<file path="config.mk">
export PLATFORM = sky130hd
export DESIGN_NAME = la_axis_egress_arb_flat
export DESIGN_NICKNAME = d
export VERILOG_FILES = /design/src/rtl/la_axis_egress_arb_pkg.sv /design/src/rtl/la_axis_egress_arb_if.sv /design/src/rtl/la_axis_egress_arb_rr_pick.sv /design/src/rtl/la_axis_egress_arb.sv /design/src/flat_wrapper.sv
export SDC_FILE = /design/constraint.sdc
export NUM_CORES = 1
export LEC_CHECK = 0
export ABC_AREA = 1
export CORE_ASPECT_RATIO = 1.4
export CORE_UTILIZATION = 30
export CTS_CLUSTER_DIAMETER = 200
export DETAILED_ROUTE_END_ITERATION = 10
export PLACE_DENSITY = 0.82
export SKIP_LAST_GASP = 1
export SLEW_MARGIN = 40
export SYNTH_ARGS = -nofsm -noshare
export SYNTH_HDL_FRONTEND = slang
export SYNTH_SLANG_ARGS = --single-unit
</file>
<file path="constraint.sdc">
create_clock -name axis_clk -period 2.1 [get_ports axis_clk]
set_clock_uncertainty 0.05 [all_clocks]
set_input_delay 0.63 -clock axis_clk [delete_from_list [all_inputs] [get_ports axis_clk]]
set_output_delay 0.63 -clock axis_clk [all_outputs]
set_load 0.05 [all_outputs]
</file>
<file path="src/rtl/la_axis_egress_arb_pkg.sv">
// Shared types for the LA egress arbiter slice.
// Latency: n/a (types and constants only).
// Backpressure: n/a.
package la_pkg;

  localparam int AXIS_TUSER_W = 2;

  // Source identifiers, also used as the m_tsrc encoding.
  localparam logic SRC_LA = 1'b0;
  localparam logic SRC_UP = 1'b1;

  typedef enum logic [1:0] {
    ARB_IDLE = 2'd0,
    ARB_GNT0 = 2'd1,
    ARB_GNT1 = 2'd2
  } arb_state_t;

endpackage

</file>
<file path="src/rtl/la_axis_egress_arb_if.sv">
// AXI-Stream bundle: tdata/tstrb/tkeep/tlast/tvalid/tuser forward, tready back.
// Latency: n/a (wires only).
// Backpressure: tready from the slave side gates each tvalid beat.
// Ports: master drives the forward signals and samples tready; slave the reverse.
interface la_axis_if #(
  parameter int DATA_W = 32
);
  import la_pkg::*;

  logic [DATA_W-1:0]       tdata;
  logic [DATA_W/8-1:0]     tstrb;
  logic [DATA_W/8-1:0]     tkeep;
  logic                    tlast;
  logic                    tvalid;
  logic [AXIS_TUSER_W-1:0] tuser;
  logic                    tready;

  modport master (
    output tdata, tstrb, tkeep, tlast, tvalid, tuser,
    input  tready
  );

  modport slave (
    input  tdata, tstrb, tkeep, tlast, tvalid, tuser,
    output tready
  );

endinterface

</file>
<file path="src/rtl/la_axis_egress_arb_rr_pick.sv">
// Two-way picker: forced port 1, then LA high priority, then round-robin.
// Latency: purely combinational.
// Backpressure: none; the caller decides when the pick is consumed.
// Ports: req[1:0] per-port requests, hpri LA priority, force1 starvation override,
//        last_gnt previous winner; gnt_vld/gnt_id the chosen port.
module la_rr_pick
  import la_pkg::*;
(
  input  logic [1:0] req,
  input  logic       hpri,
  input  logic       force1,
  input  logic       last_gnt,
  output logic       gnt_vld,
  output logic       gnt_id
);

  always_comb begin
    gnt_vld = 1'b1;
    gnt_id  = SRC_LA;
    if (force1) begin
      gnt_id = SRC_UP;
    end else if (hpri && req[0]) begin
      gnt_id = SRC_LA;
    end else if (&req) begin
      // Tie: the port that did not win last time.
      gnt_id = ~last_gnt;
    end else if (req[0]) begin
      gnt_id = SRC_LA;
    end else if (req[1]) begin
      gnt_id = SRC_UP;
    end else begin
      gnt_vld = 1'b0;
    end
  end

endmodule

</file>
<file path="src/rtl/la_axis_egress_arb.sv">
// Packet-atomic arbiter muxing LA trace (s0) and user stream (s1) onto one AXIS master.
// Latency: one cycle from request in IDLE to grant; back-to-back packets lose no cycle.
// Backpressure: m.tready passes straight to the granted source; the other sees tready=0.
// Ports: axis_clk/axis_rst (sync, active high), s0/s1 slave streams, la_hpri_req,
//        m master stream, m_tsrc source of the current beat, arb_busy packet in flight.
module la_axis_egress_arb
  import la_pkg::*;
#(
  parameter int pDATA_WIDTH = 32,
  parameter int STARVE_PKTS = 4
) (
  input  logic      axis_clk,
  input  logic      axis_rst,
  la_axis_if.slave  s0,
  input  logic      la_hpri_req,
  la_axis_if.slave  s1,
  la_axis_if.master m,
  output logic      m_tsrc,
  output logic      arb_busy
);

  localparam logic [7:0] STARVE_MAX = 8'(STARVE_PKTS);

  arb_state_t state_q, state_d;
  logic       last_gnt_q;
  logic [7:0] starve_q;

  logic own;
  logic sel1;
  logic tlast_acc;
  logic arb_en;
  logic force1;
  logic gnt_vld;
  logic gnt_id;

  logic [pDATA_WIDTH-1:0]   mux_tdata;
  logic [pDATA_WIDTH/8-1:0] mux_tstrb;
  logic [pDATA_WIDTH/8-1:0] mux_tkeep;

  // Outputs are forced quiet while reset is held, even before the state clears.
  assign own  = (state_q != ARB_IDLE) && !axis_rst;
  assign sel1 = (state_q == ARB_GNT1);

  assign mux_tdata = sel1 ? s1.tdata : s0.tdata;
  assign mux_tstrb = sel1 ? s1.tstrb : s0.tstrb;
  assign mux_tkeep = sel1 ? s1.tkeep : s0.tkeep;

  assign m.tdata  = mux_tdata;
  assign m.tstrb  = mux_tstrb;
  assign m.tkeep  = mux_tkeep;
  assign m.tuser  = sel1 ? s1.tuser : s0.tuser;
  assign m.tlast  = sel1 ? s1.tlast : s0.tlast;
  assign m.tvalid = own && (sel1 ? s1.tvalid : s0.tvalid);

  assign s0.tready = own && !sel1 && m.tready;
  assign s1.tready = own && sel1 && m.tready;

  assign m_tsrc   = (own && sel1) ? SRC_UP : SRC_LA;
  assign arb_busy = own;

  // Re-arbitrate when idle, or on the tlast handshake so the next packet
  // starts on the following cycle without a bubble.
  assign tlast_acc = m.tvalid && m.tready && m.tlast;
  assign arb_en    = (state_q == ARB_IDLE) || tlast_acc;
  assign force1    = s1.tvalid && (starve_q == STARVE_MAX);

  la_rr_pick u_pick (
    .req      ({s1.tvalid, s0.tvalid}),
    .hpri     (la_hpri_req),
    .force1   (force1),
    .last_gnt (last_gnt_q),
    .gnt_vld  (gnt_vld),
    .gnt_id   (gnt_id)
  );

  always_comb begin
    state_d = state_q;
    if (arb_en) begin
      if (!gnt_vld)
        state_d = ARB_IDLE;
      else if (gnt_id == SRC_UP)
        state_d = ARB_GNT1;
      else
        state_d = ARB_GNT0;
    end
  end

  always_ff @(posedge axis_clk) begin
    if (axis_rst) begin
      state_q    <= ARB_IDLE;
      last_gnt_q <= SRC_UP;
      starve_q   <= 8'd0;
    end else begin
      state_q <= state_d;
      if (arb_en && gnt_vld) begin
        last_gnt_q <= gnt_id;
        // Count only LA packets that overtake a waiting user packet.
        if (gnt_id == SRC_UP || !s1.tvalid)
          starve_q <= 8'd0;
        else if (starve_q != STARVE_MAX)
          starve_q <= starve_q + 8'd1;
      end
    end
  end

endmodule

</file>
<file path="src/flat_wrapper.sv">
// flat-port wrapper written by rule: the top's interface ports become plain ports
module la_axis_egress_arb_flat import la_pkg::*;
#(
  parameter int pDATA_WIDTH = 32,
  parameter int STARVE_PKTS = 4
)
  (axis_clk, axis_rst, la_hpri_req, m_tsrc, arb_busy, s0_tdata, s0_tstrb, s0_tkeep, s0_tlast, s0_tvalid, s0_tuser, s0_tready, s1_tdata, s1_tstrb, s1_tkeep, s1_tlast, s1_tvalid, s1_tuser, s1_tready, m_tdata, m_tstrb, m_tkeep, m_tlast, m_tvalid, m_tuser, m_tready);
  la_axis_if #(.DATA_W(32)) s0_i ();
  la_axis_if #(.DATA_W(32)) s1_i ();
  la_axis_if #(.DATA_W(32)) m_i ();
  input  logic axis_clk;
  input  logic axis_rst;
  input  logic la_hpri_req;
  output logic m_tsrc;
  output logic arb_busy;
  input wire logic [$bits(s0_i.tdata)-1:0] s0_tdata;
  input wire logic [$bits(s0_i.tstrb)-1:0] s0_tstrb;
  input wire logic [$bits(s0_i.tkeep)-1:0] s0_tkeep;
  input wire logic [$bits(s0_i.tlast)-1:0] s0_tlast;
  input wire logic [$bits(s0_i.tvalid)-1:0] s0_tvalid;
  input wire logic [$bits(s0_i.tuser)-1:0] s0_tuser;
  output wire logic [$bits(s0_i.tready)-1:0] s0_tready;
  input wire logic [$bits(s1_i.tdata)-1:0] s1_tdata;
  input wire logic [$bits(s1_i.tstrb)-1:0] s1_tstrb;
  input wire logic [$bits(s1_i.tkeep)-1:0] s1_tkeep;
  input wire logic [$bits(s1_i.tlast)-1:0] s1_tlast;
  input wire logic [$bits(s1_i.tvalid)-1:0] s1_tvalid;
  input wire logic [$bits(s1_i.tuser)-1:0] s1_tuser;
  output wire logic [$bits(s1_i.tready)-1:0] s1_tready;
  output wire logic [$bits(m_i.tdata)-1:0] m_tdata;
  output wire logic [$bits(m_i.tstrb)-1:0] m_tstrb;
  output wire logic [$bits(m_i.tkeep)-1:0] m_tkeep;
  output wire logic [$bits(m_i.tlast)-1:0] m_tlast;
  output wire logic [$bits(m_i.tvalid)-1:0] m_tvalid;
  output wire logic [$bits(m_i.tuser)-1:0] m_tuser;
  input wire logic [$bits(m_i.tready)-1:0] m_tready;
  assign s0_i.tdata = s0_tdata;
  assign s0_i.tstrb = s0_tstrb;
  assign s0_i.tkeep = s0_tkeep;
  assign s0_i.tlast = s0_tlast;
  assign s0_i.tvalid = s0_tvalid;
  assign s0_i.tuser = s0_tuser;
  assign s0_tready = s0_i.tready;
  assign s1_i.tdata = s1_tdata;
  assign s1_i.tstrb = s1_tstrb;
  assign s1_i.tkeep = s1_tkeep;
  assign s1_i.tlast = s1_tlast;
  assign s1_i.tvalid = s1_tvalid;
  assign s1_i.tuser = s1_tuser;
  assign s1_tready = s1_i.tready;
  assign m_tdata = m_i.tdata;
  assign m_tstrb = m_i.tstrb;
  assign m_tkeep = m_i.tkeep;
  assign m_tlast = m_i.tlast;
  assign m_tvalid = m_i.tvalid;
  assign m_tuser = m_i.tuser;
  assign m_i.tready = m_tready;
  la_axis_egress_arb #(.pDATA_WIDTH(pDATA_WIDTH), .STARVE_PKTS(STARVE_PKTS)) u_core (.axis_clk(axis_clk), .axis_rst(axis_rst), .s0(s0_i), .la_hpri_req(la_hpri_req), .s1(s1_i), .m(m_i), .m_tsrc(m_tsrc), .arb_busy(arb_busy));
endmodule
</file>
## After elaboration in Yosys (flattened, before gate mapping)

Cells that the tools add are included.

- Add/sub/neg operators: 1
- Multiplexer cells: 20
- Bitwise gates (word level): 1
- Reduce and logical (&&, ||, !) cells: 21
- Equal/unequal tests: 3

Operators with widths:

| operator | number |
|---|---|
| $mux 32 | 1 |
| $mux 8 | 2 |
| $mux 1 | 12 |
| $logic_and 1x1->1 | 11 |
| $add 8x1->8 const B | 1 |
| $eq 8x3->1 const B | 1 |
| $mux 4 | 2 |
| $ne 8x3->1 const B | 1 |
| $mux 2 | 3 |
| $reduce_and 2->1 | 2 |
| $reduce_bool 2->1 | 2 |
| $logic_not 1->1 | 3 |
| $eq 2x2->1 const B | 1 |
| $logic_not 2->1 | 1 |
| $logic_or 1x1->1 | 2 |
| $not 1->1 | 1 |

- Output and inout bits: 48
- Flip-flop bits (word level): 11
- Input port bits: 92
- Word-level logic and storage cells: 49

## Longest topological paths before layout

Gate-level depths: netlist of run 1.

- Word-level depth: 8
- Depth in mapped cells: 11
- Gate-level depth less buffers: 11

## By module

From an unflattened synthesis of run 1, not the netlist that was laid out.

- Cells, all modules: 180
- Area, all modules: 1283.7 sq um

By module, submodules not included:

| module | area each (sq um) | cells each | instances | seq. area each (sq um) |
|---|---|---|---|---|
| la_axis_egress_arb | 1255.0 | 173 | 1 | 220.2 |
| la_rr_pick | 28.8 | 7 | 1 | 0.0 |

## Worst setup path after synthesis of run 1

No wires, ideal clock.

- Kind: in2out
- From: input port m_tready
- To: output port s1_tready
- Required time: 1.420 ns
- Stages on the path: 2
- Data arrival time: 1.783 ns
- Buffers on the path: 0
- Path slack: -0.363 ns
- Cells stage by stage: inv_1 > nor3_1

- Cells in the longest elaborated chain, start to end: 1

Ends and longest elaborated chain:

| what | line | text |
|---|---|---|
| from (decl) | flat_wrapper.sv:36 | `input wire logic [$bits(m_i.tready)-1:0] m_tready;` |
| $logic_and 1x1->1 | la_axis_egress_arb.sv:56 | `assign s1.tready = own && sel1 && m.tready;` |
| to (decl) | flat_wrapper.sv:29 | `output wire logic [$bits(s1_i.tready)-1:0] s1_tready;` |

No other way between the ends.

## Worst setup path after layout of run 1

- From: register u_core.state_q[0]
- To: output port m_tdata[1]

- Cells in the longest elaborated chain, start to end: 2

Ends and longest elaborated chain:

| what | line | text |
|---|---|---|
| from (decl) | la_axis_egress_arb.sv:24 | `arb_state_t state_q, state_d;` |
| from (signal assigned) | la_axis_egress_arb.sv:94 | `state_q <= state_d;` |
| $eq 2x2->1 | la_axis_egress_arb.sv:42 | `assign sel1 = (state_q == ARB_GNT1);` |
| $mux 32 | la_axis_egress_arb.sv:44 | `assign mux_tdata = sel1 ? s1.tdata : s0.tdata;` |
| to (decl) | flat_wrapper.sv:30 | `output wire logic [$bits(m_i.tdata)-1:0] m_tdata;` |

No other way between the ends.

==> qor.txt, run 1 <==
Status - complete, no violations
GRT Total Usage - 0.325
Placed cell count - 390
Req. time, crit path - 1.42 ns
Final nets - 434
Leak Pwr - 1.88 nW
Pre-antenna DRT Iters - 4
Tightest Pin Transition - 0.281 ns
CTS max path bufs - 2
Final Util - 0.842
WL final - 7840 µm
Routability cong. - 1.03
Biggest area consumer among synthesized cells - mux2_2
Arrival @ worst endpoint - 1.42 ns
Normalized max-slew margin - 0.811
Slew Limit Fails - 0
Clock Latency Late Sink - 0.24 ns
Yosys warnings - 0
Root buf cell - clkbuf_8
Flops & latches, synth - 11
Die ar. - 4910 µm²
Max Clk Rate - 477 MHz
Clk sinks - 11
Final Total Pwr - 2.20 mW
DP HPWL - 5780 µm
Initial antenna violation count - 4
MaxCap Viol Count - 0
Buffers added on ports - 139
Fin. Hold Viols - 0
Period utilisation layout - 0.999
Top cells by area, synth - mux2_2 (34%), dfxtp_1 (16%), nand2_1 (7.6%), nand3_1 (7.2%), inv_1 (5.1%)
Die W - 59.5 µm
Inserted Clock Buffers - 3
Via total after detailed routing - 1,961
Post-synthesis average cell area - 7.72 µm²
Sum Neg Setup Slack - 0 ns
DRT iter0 DRCs - 38
I/O pin count - 140
Hold crit path type - reg2reg
Top cell type's share of synthesized area - 0.341
DRC - 0
Worst setup margin - 0.00279 ns
Maximum vdd ir drop - 0.000520 V
WL/cell - 19.4 µm
Final non-filler cell area - 3660 µm²
RSZ-0062 raised after global routing - yes
Share of cells above drive strength 1 - 0.451
Final std cells w/o fill - 403
Pwr/cell area - 602 nW/µm²
Crit Path Max Fanout - 14
Die Ht - 82.5 µm
Htree depth - 1
Clock-pin slew on the worst setup and hold paths - 0.05 ns
Crit start category - flop
Type of destination of the critical path - output pin
WS Path Type - reg2out
Largest net degree at the start of global routing - 17
Vias in the first global route - 2,084
CTS tree - done
Row cnt - 28
Post-synthesis sequential area ratio - 0.159
Final hold slack - 0.448 ns
Number of vias per cell - 4.87
Core ar. - 4340 µm²
Syn_nets - 274
Post-layout min period - 2.10 ns
Setup Slack @ Placement - -0.300 ns
Mapped Area - 1390 µm²
Cts hold-fix bufs - 0
ANT nets after route - 0
Global-route wire length before repair - 11,500 µm
Initial core utilization - 0.320
Layout area overhead - 164%
GRT overflow - 0
Yosys cell types - 23
Setup-failing EPs final - 0
Post-DP Area - 3480 µm²
Post-synthesis cell count - 180
-- state kept, by name, indices dropped and copies added, names as in the netlist --
register / flops
u_core.starve_q: 8
u_core.last_gnt_q: 1
u_core.state_q: 2
-- synth_stat cells --
library cell  count
mux2_2           42
nand2_1          28
nand3_1          20
inv_1            19
nor2_1           16
dfxtp_1          11
nand3_2           7
buf_2             5
nand2_4           5
a21oi_2           4
nor2_2            3
nor2_4            3
nor3_1            3
ha_1              2
inv_2             2
nand2_2           2
o21ai_0           2
a21oi_1           1
buf_12            1
buf_4             1
clkbuf_1          1
o21ai_1           1
xor2_1            1
-- kinds of logic (layout without fill, tap and decap cells) --
kind of cell               Yosys count  count (layout)  share of synthesized area
muxes                               42              42                      0.341
AOI/OAI and AO/OA                    8               8                     0.0396
other                                0               4                          0
buffers and inverters               29             188                     0.0973
adders and majority gates            2               2                     0.0180
and+or+nand+nor                     87              87                      0.340
xor gates and xnor gates             1               1                    0.00631
DFF                                 11              11                      0.159
-- worst max-delay path: stages (launching register included) --
cell and delay [ns]:
dfxtp_2 0.36, inv_4 0.06, nand2_8 0.09, buf_12 0.17, mux2_4 0.33, buf_12 0.15
-- worst paths after layout --
check | from | endpoint | slack, ns | depth (start not counted)
worst min register to register | u_core.last_gnt_q$_SDFFE_PP1P_ | u_core.last_gnt_q$_SDFFE_PP1P_ | 0.45 | 2
worst min-delay path | u_core.last_gnt_q$_SDFFE_PP1P_ | u_core.last_gnt_q$_SDFFE_PP1P_ | 0.45 | 2
worst max-delay path | u_core.state_q[0]$_SDFFE_PP0P_ | m_tdata[1] | 0.003 | 5
worst max register to register | u_core.state_q[0]$_SDFFE_PP0P_ | u_core.starve_q[3]$_SDFFE_PP0P_ | 0.13 | 15
-- power by group --
| group | leakage (nW) | internal, mW | switching [mW] |
|---|---|---|---|
| logic | 1.77 | 0.859 | 0.859 |
| registers | 0.0907 | 0.236 | 0.0320 |
| clock network | 0.0228 | 0.134 | 0.0825 |
-- placed cells by master (no fill, tap or decap), types with 5 or more instances in the layout --
cell type and instances:
dlygate4sd2_1 89, nand3_2 8, nand3_1 19, nand2_1 28, dfxtp_1 9, mux2_4 42
inv_1 15, nor2_1 16, inv_2 5, buf_12 53, buf_4 19
-- cell type report --
class / instances / area (µm²)
inverter: 21 / 81.3
timing repair buffer: 163 / 2000
fill: 242 / 684
antenna: 4 / 10.0
multi-input combinational: 140 / 1230
clock buffer: 4 / 45.0
sequential: 11 / 223
tap: 60 / 75.1
-- layer usage --
metal / track usage / wire length, µm / up-vias / part of all wire
met3: 0.118 / 923 / 23 / 0.12
li1: - / - / 919 / -
met2: 0.593 / 4000 / 110 / 0.51
met5: 0 / 0 / - / 0
met4: 0.156 / 291 / 0 / 0.037
met1: 0.320 / 2630 / 909 / 0.34
-- timing repair --
item / 4_1_cts / 5_1_grt
endpoints found under the setup margin: 55 / 30
resized for setup: 144 / 3
pin swaps: 5 / 0
buffers inserted: 5 / 0
No activity file was read; power rests on OpenSTA's default activity.
==> run 2: changes to the inputs <==
--- a/config.mk
+++ b/config.mk
@@ -7,6 +7,7 @@
 export LEC_CHECK = 0
 export ABC_AREA = 1
 export CORE_ASPECT_RATIO = 1.4
+export CORE_MARGIN = 5
 export CORE_UTILIZATION = 30
 export CTS_CLUSTER_DIAMETER = 200
 export DETAILED_ROUTE_END_ITERATION = 10
==> qor.txt, run 2 (synthesized netlist as in run 1, its figures left out) <==
Failing checks - setup timing
Core ar. - 4500 µm² (+3.6%)
Global-route wire length before repair - 12,300 µm (+7.0%)
WS Path Type - reg2out
Die W - 67.5 µm (+13%)
Type of destination of the critical path - output pin
Normalized max-slew margin - 0.782 (-0.0290)
Final nets - 438 (+0.92%)
Htree depth - 1 (unchanged)
Cts hold-fix bufs - 0 (unchanged)
Max reg flops - 8 (unchanged)
CTS tree - done
Final hold slack - 0.481 ns (+0.0334 ns)
Largest regs - u_core.starve_q: 8 flops, u_core.state_q: 2 flops, u_core.last_gnt_q: 1 flops
DRT iter0 DRCs - 103 (+170%)
Reg area - 225 µm² (+1.1%)
Layout area overhead - 172%
ANT nets after route - 0 (unchanged)
CTS max path bufs - 2 (unchanged)
Tightest Pin Transition - 0.323 ns (+0.0423 ns)
Fin. Hold Viols - 0 (unchanged)
Via total after detailed routing - 2,186 (+11%)
Pwr/cell area - 618 nW/µm² (+2.6%)
Multi-input gate area - 1240 µm² (+0.92%)
GRT overflow - 0 (unchanged)
Setup Slack @ Placement - -0.301 ns (-0.00110 ns)
Commonest cells after routing, fill and taps aside - dlygate4sd2_1 (88), buf_12 (50), mux2_4 (42)
DP HPWL - 6530 µm (+13%)
Status - complete, but fails checks
Root buf cell - clkbuf_8
I/O pin count - 140 (unchanged)
Largest net degree at the start of global routing - 19 (+2)
Vias in the first global route - 2,098 (+0.67%)
Largest Register - u_core.starve_q
DRC - 0 (unchanged)
Req. time, crit path - 1.42 ns (about the same)
Post-DP Area - 3440 µm² (-1.1%)
Die Ht - 90.5 µm (+9.7%)
Period utilisation layout - 1.03 (+0.0292)
R2r startpoint - u_core.state_q[1]$_SDFFE_PP0P_
Final non-filler cell area - 3780 µm² (+3.3%)
Slew Limit Fails - 0 (unchanged)
Crit Path Max Fanout - 9 (-5)
Die ar. - 6110 µm² (+24%)
Routability cong. - 0.821 (-20%)
HP Start - u_core.starve_q[7]$_SDFFE_PP0P_
Fillers - 243 (+0.41%)
Reg-to-reg setup timing slack - -0.01 ns (-0.14 ns)
Hold crit path type - reg2reg
Row cnt - 29 (+3.6%)
WL/cell - 25.1 µm (+29%)
Inserted Clock Buffers - 3 (unchanged)
Max Clk Rate - 463 MHz (-2.8%)
Clk sinks - 11 (unchanged)
GRT Total Usage - 0.272 (-0.0529)
Maximum vdd ir drop - 0.000393 V (-24%)
Worst setup margin - -0.0585 ns (-0.0613 ns)
Most common cell after layout, fill and taps aside - dlygate4sd2_1
Crit start category - flop
Min-Delay Endpoint - u_core.starve_q[7]$_SDFFE_PP0P_
Leak Pwr - 1.94 nW (+3.3%)
Arrival @ worst endpoint - 1.48 ns (+0.06 ns)
Share of cells above drive strength 1 - 0.464 (+0.0122)
Pre-antenna DRT Iters - 4 (unchanged)
Hold-critical path depth - 4 (+2)
Final std cells w/o fill - 409 (+1.5%)
Clock-pin slew on the worst setup and hold paths - 0.05 ns (about the same)
Placed cell count - 390 (unchanged)
Initial antenna violation count - 5 (+1)
MaxCap Viol Count - 0 (unchanged)
RSZ-0062 raised after global routing - yes
Post-layout min period - 2.16 ns (+0.0613 ns)
R2R depth - 14 (-1)
Reg2reg end - u_core.starve_q[1]$_SDFFE_PP0P_
Setup-failing EPs final - 45 (+45)
Clock Latency Late Sink - 0.24 ns (about the same)
WL final - 10,200 µm (+31%)
Number of vias per cell - 5.34 (+9.8%)
Buffers added on ports - 139 (unchanged)
Initial core utilization - 0.309 (-0.0110)
## run 2: area by class of cell
| cell class | instances | area share |
|---|---|---|
| Clock buffer | 4 | 0.0119 |
| Antenna cell | 4 | 0.00265 |
| Multi-Input combinational cell | 140 | 0.328 |
| Timing Repair Buffer | 167 | 0.556 |
| Inverter | 21 | 0.0215 |
| Tap cell | 62 | 0.0205 |
| Sequential cell | 11 | 0.0596 |
## run 2: per-stage QoR
stage               total power, mW  setup TNS (ns)  utilization
floorplan                      1.08               0            -
global placement               1.85           -5.10        0.766
detailed placement             1.89           -6.76        0.766
CTS                            2.19         -0.0925        0.806
global route                   2.39           -2.14        0.840
finish                         2.33           -1.14        0.840
## run 2: worst max-delay path by stage
| stage | start | slack [ns] | cells past startpoint | end |
|---|---|---|---|---|
| 6_report | u_core.state_q[0]$_SDFFE_PP0P_ | -0.06 | 5 | m_tdata[14] |
| 2_1_floorplan | axis_rst | 0.03 | 1 | arb_busy |
| 4_1_cts | s1_tvalid | -0.07 | 4 | m_tvalid |
| 3_5_place_dp | axis_rst | -0.30 | 10 | u_core.starve_q[2]$_SDFFE_PP0P_ |
| 3_3_place_gp | axis_rst | -0.24 | 5 | m_tvalid |
| 5_1_grt | u_core.state_q[0]$_SDFFE_PP0P_ | -0.08 | 5 | m_tdata[21] |
## run 2: report_power, final
group | internal [mW] | switching, mW | leakage [nW]
Sequential | 0.237 | 0.0353 | 0.0911
Combinational | 0.905 | 0.936 | 1.83
Clock | 0.134 | 0.0872 | 0.0228
## run 2: metal layers
layer	up-vias	share of wire	track usage
li1	930	-	-
met1	1038	0.33	0.278
met2	171	0.51	0.489
met3	45	0.12	0.0946
met4	2	0.042	0.0981
met5	-	0.00088	0
## run 2: critical path, cell delays in order, from the launching register on
cell       delay (ns)
dfxtp_2          0.35
inv_4            0.05
nand2_8          0.15
clkbuf_16        0.19
mux2_4           0.32
buf_12           0.15
## run 2: repair_timing
action	in CTS	in global routing
cloned	1	5
endpoints found under the setup margin	53	49
setup buffers	4	1
pin swaps	5	0
resized for setup	145	7
